File: src/rtl/operand_fetch.sv
// Operand fetch stage: accepts one instruction, reads up to two source registers
// from a one-cycle-latency register file and issues opcode/operands downstream.
package constants;
  localparam int WORD_SIZE = 19;
endpackage

package opcodes;
  localparam logic [4:0] OP_NOP = 5'd0;
  localparam logic [4:0] OP_ADD = 5'd1;
  localparam logic [4:0] OP_SUB = 5'd2;
  localparam logic [4:0] OP_MUL = 5'd3;
  localparam logic [4:0] OP_DIV = 5'd4;
  localparam logic [4:0] OP_INC = 5'd5;
  localparam logic [4:0] OP_DEC = 5'd6;
endpackage

module operand_fetch
  import opcodes::*;
#(
  parameter int WORD_SIZE = constants::WORD_SIZE,
  parameter int REG_AW    = 4
) (
  input  logic                 clk,
  input  logic                 rst_n,
  input  logic                 instr_valid,
  output logic                 instr_ready,
  input  logic [WORD_SIZE-1:0] instr,
  output logic                 rf_rd_en,
  output logic [REG_AW-1:0]    rf_rd_addr,
  input  logic [WORD_SIZE-1:0] rf_rd_data,
  output logic                 ex_valid,
  input  logic                 ex_ready,
  output logic [4:0]           ex_opcode,
  output logic [REG_AW-1:0]    ex_rd,
  output logic [WORD_SIZE-1:0] operand_1,
  output logic [WORD_SIZE-1:0] operand_2
);

  typedef enum logic [2:0] {
    S_IDLE,
    S_RD1,
    S_RD2,
    S_CAP,
    S_ISSUE
  } state_t;

  state_t            r_state;
  logic [4:0]        r_opcode;
  logic [REG_AW-1:0] r_rd;
  logic [REG_AW-1:0] r_rs2;
  logic              r_binary;

  logic [4:0]        w_opcode;
  logic [REG_AW-1:0] w_rd;
  logic [REG_AW-1:0] w_rs1;
  logic [REG_AW-1:0] w_rs2;
  logic              w_is_binary;
  logic              w_is_unary;
  logic              w_accept;
  logic              w_unused_rsvd;

  assign w_opcode      = instr[WORD_SIZE-1 -: 5];
  assign w_rd          = instr[WORD_SIZE-6 -: REG_AW];
  assign w_rs1         = instr[WORD_SIZE-6-REG_AW -: REG_AW];
  assign w_rs2         = instr[WORD_SIZE-6-2*REG_AW -: REG_AW];
  assign w_unused_rsvd = ^instr[WORD_SIZE-6-3*REG_AW:0];

  assign w_is_binary = (w_opcode == OP_ADD) || (w_opcode == OP_SUB) ||
                       (w_opcode == OP_MUL) || (w_opcode == OP_DIV);
  assign w_is_unary  = (w_opcode == OP_INC) || (w_opcode == OP_DEC);

  // instr_ready is itself registered, so the first IDLE cycle after reset refuses input.
  assign w_accept = (r_state == S_IDLE) && instr_ready && instr_valid;

  always_ff @(posedge clk or negedge rst_n) begin
    if (!rst_n) begin
      r_state     <= S_IDLE;
      r_opcode    <= '0;
      r_rd        <= '0;
      r_rs2       <= '0;
      r_binary    <= 1'b0;
      instr_ready <= 1'b0;
      rf_rd_en    <= 1'b0;
      rf_rd_addr  <= '0;
      ex_valid    <= 1'b0;
      ex_opcode   <= '0;
      ex_rd       <= '0;
      operand_1   <= '0;
      operand_2   <= '0;
    end else begin
      unique case (r_state)
        S_IDLE: begin
          if (w_accept) begin
            instr_ready <= 1'b0;
            r_opcode    <= w_opcode;
            r_rd        <= w_rd;
            r_rs2       <= w_rs2;
            r_binary    <= w_is_binary;
            if (w_is_binary || w_is_unary) begin
              r_state    <= S_RD1;
              rf_rd_en   <= 1'b1;
              rf_rd_addr <= w_rs1;
            end else begin
              r_state   <= S_ISSUE;
              ex_valid  <= 1'b1;
              ex_opcode <= w_opcode;
              ex_rd     <= w_rd;
              operand_1 <= '0;
              operand_2 <= '0;
            end
          end else begin
            instr_ready <= 1'b1;
          end
        end

        S_RD1: begin
          if (r_binary) begin
            r_state    <= S_RD2;
            rf_rd_addr <= r_rs2;
          end else begin
            r_state    <= S_CAP;
            rf_rd_en   <= 1'b0;
            rf_rd_addr <= '0;
          end
        end

        // rs1 data returns here while the rs2 read is on the bus.
        S_RD2: begin
          operand_1  <= rf_rd_data;
          r_state    <= S_CAP;
          rf_rd_en   <= 1'b0;
          rf_rd_addr <= '0;
        end

        S_CAP: begin
          if (r_binary) begin
            operand_2 <= rf_rd_data;
          end else begin
            operand_1 <= rf_rd_data;
            operand_2 <= '0;
          end
          ex_valid  <= 1'b1;
          ex_opcode <= r_opcode;
          ex_rd     <= r_rd;
          r_state   <= S_ISSUE;
        end

        S_ISSUE: begin
          if (ex_ready) begin
            ex_valid    <= 1'b0;
            ex_opcode   <= '0;
            ex_rd       <= '0;
            operand_1   <= '0;
            operand_2   <= '0;
            instr_ready <= 1'b1;
            r_state     <= S_IDLE;
          end
        end

        default: begin
          r_state     <= S_IDLE;
          instr_ready <= 1'b0;
          rf_rd_en    <= 1'b0;
          rf_rd_addr  <= '0;
          ex_valid    <= 1'b0;
        end
      endcase
    end
  end

endmodule

File: config.mk
export PLATFORM = sky130hd
export DESIGN_NAME = operand_fetch
export DESIGN_NICKNAME = d
export VERILOG_FILES = /design/src/rtl/operand_fetch.sv
export SDC_FILE = /design/constraint.sdc
export NUM_CORES = 1
export LEC_CHECK = 0
export CAP_MARGIN = 20
export CORE_ASPECT_RATIO = 0.5
export CORE_MARGIN = 2
export CORE_UTILIZATION = 47
export DETAILED_ROUTE_END_ITERATION = 8
export GPL_ROUTABILITY_DRIVEN = 0
export PLACE_DENSITY_LB_ADDON = 0.05
export SYNTH_ARGS = -nofsm -noshare
export SYNTH_HDL_FRONTEND = slang
export SYNTH_SLANG_ARGS = --single-unit
File: constraint.sdc
create_clock -name clk -period 2.3 [get_ports clk]
set_input_delay 0.46 -clock clk [delete_from_list [all_inputs] [get_ports clk]]
set_output_delay 0.46 -clock clk [all_outputs]
set_load 0.03 [all_outputs]
==> out/qor.yml <==
status: "finished, final reports clean"
cts_tree: "built"
root_buffer: "clkbuf_16"
leakagePower_nw: 2.13
dieArea_mm2: 0.00748
hold_class: "in -> async"
power_mw: 6.96
htreeDepth: 3
drc: 0
postSynthCellCount: 313
cts_resized: 0
endpoint_kind: "flop"
drv_cap: 0
syn_to_final_growth_pct: 45.4
synth_cell_types: 36
place_hpwl_um: 5580
async_flop_share_pct: 100
fin_crit_ns: 2.13
startpoint_type: "input port"
peakVddDrop_v: 0.000883
numCtsBuffers: 9
cp_max_fo: 16
fin_nets: 462
start_util_pct: 48.0
cts_hold_buffers: 0
synth_ff_type: "dfrtp_1"
yosys_warnings: 0
synth_nets: 355
stdcell_count: 516
grt_pass1_wl_um: 13600
fin_skew_ns: 0.00542
dr_total_vias: 2719
grt_use_total_pct: 23.2
rsz0062_at_grt: "no"
setup_violations: 0
cp_data_arrival_time_ns: 2.37
power_density_mw_per_mm2: 1510
hold_viol_final: 0
drtIter0Drc: 121
io_pins: 96
fin_crit_sh_pct: 92.7
dp.cells: 501
drtAntennaViolNets: 0
drive_gt1_share_pct: 10.1
ys_ff_latch: 71
grt.overflow.total: 0
antenna_found_initial: 0
port_buffers: 93
synth.avg_cell_area_um2: 10.2
synthesis.area_mm2: 0.00318
clkSinkCount: 71
drtPass1Iterations: 4
via_per_inst: 5.27
crit_type: "in -> reg"
crit_required_ns: 2.54
core_area_mm2: 0.00662
clkTransAtPathRegs_ns: 0.06
post_cts_buffers: 0
slew_viol_final: 0
synth_top_cell_by_area: "dfrtp_1"
post_drt_wl_per_cell_um: 15.5
die_w_um: 120
synth_edf_count: 0
post-place-ws_ns: -0.143
worst_slew_pin_slew_ns: 0.769
finalSetupTns_ns: 0
rows: 21
netlist.area_leader.share_pct: 55.9
worst_slack_ns: 0.167
relSlewSlack_pct: 48.7
n_antenna_cell: 0
grt_max_degree: 32
max_freq_mhz: 469
grt_pass1_vias: 2867
cts_buffer_depth: 2
seq_area_frac_synth_pct: 55.9
die_h_um: 62.1
insertion_delay_ns: 0.33
routed_wl_um: 8000
yosys-top-cells-area: "dfrtp_1 56%, nand2_1 8.9%, mux2i_1 8.8%, a22o_1 6.3%, inv_1 3.4%"
-- critical path, cell delays in order --
cell	delay (ns)
clkdlybuf4s50_1	0.42
a311o_1	0.38
or2_0	0.29
buf_4	0.18
a21oi_4	0.21
buf_12	0.19
mux2i_1	0.23
-- power breakdown --
part,switching [mW],leakage [nW],internal (mW)
registers,0.345,0.929,1.77
clock network,0.510,0.133,0.828
logic,1.99,1.07,1.51
-- state kept, by name (all words and copies together) (netlist names) --
signal,count
r_binary,1
r_opcode,5
operand_2,19
ex_rd,4
ex_valid,1
instr_ready,1
r_rs2,4
r_rd,4
rf_rd_en,1
r_state,3
operand_1,19
rf_rd_addr,4
ex_opcode,5
-- cells in the mapped netlist, types with 2 or more instances --
master,count
nor2_1,6
inv_1,29
o221ai_1,9
clkbuf_1,12
nor3_1,3
a211oi_1,3
nand3_1,5
nand2_1,75
and2_1,2
nand3b_1,3
a22o_1,23
buf_1,3
o21ai_0,20
dfrtp_1,71
mux2i_1,28
-- path summary, 6_finish.rpt --
check	start	end	slack, ns	cells after the start
setup / recovery	instr[16]	ex_rd[0]	0.17	7
hold / removal	rst_n	operand_2[15]	0.06	1
setup reg to reg	r_state[2]	ex_rd[0]	0.31	5
hold reg to reg	r_opcode[1]	r_opcode[1]	0.48	2
max in group asynchronous	rst_n	ex_rd[0]	1.59	2
min in group clk	r_opcode[1]	r_opcode[1]	0.48	2
-- stage by stage --
| step | hold WS, ns | cell area, um^2 | utilization (%) |
|---|---|---|---|
| CTS | 0.0590 | 4620 | 69.8 |
| detailed placement | 0.418 | 4330 | 65.4 |
| global route | 0.0885 | 4620 | 69.8 |
| global placement | 0.419 | 4330 | 65.4 |
| finish | 0.0561 | 4620 | 69.8 |
| floorplan | 0.164 | 3180 | - |
-- layer usage --
| metal | track usage (%) | vias to the layer above | share of wire [%] |
|---|---|---|---|
| li1 | - | 1281 | - |
| met1 | 29.9 | 1338 | 45 |
| met2 | 38.0 | 90 | 48 |
| met3 | 6.25 | 10 | 5.7 |
| met4 | 8.43 | 0 | 1.3 |
| met5 | 0 | - | 0 |
-- cells by family after synthesis --
family | after synthesis | share of synthesized area [%]
mux | 28 | 8.82
simple gates | 103 | 13.9
buf+inv | 49 | 6.73
compound gates | 61 | 14.3
xor+xnor | 1 | 0.276
flops | 71 | 55.9
-- layout make-up --
cell class / count / area [um^2]
fillers: 516 / 2000
repair buffers: 116 / 1140
clock buffers: 9 / 225
flip-flops and latches: 71 / 1780
clock inverters: 6 / 62.6
multi-input cells: 193 / 1190
well taps: 92 / 115
inverters: 29 / 109
-- cells in the final DEF (no fill, tap or decap), drive strengths merged, types with 3 or more instances in the layout --
master	netlist	layout
o221ai	9	9
mux2i	28	28
dfrtp	71	71
a22o	23	23
nand2	75	75
clkbuf	13	9
clkdlybuf4s50	0	92
nor2	6	6
nor3	4	4
a211oi	3	3
nand3	5	5
o21ai	20	20
inv	29	29
clkinvlp	0	3
nand3b	3	3
buf	7	24
Note: power is estimated with default switching activity, not from simulation.
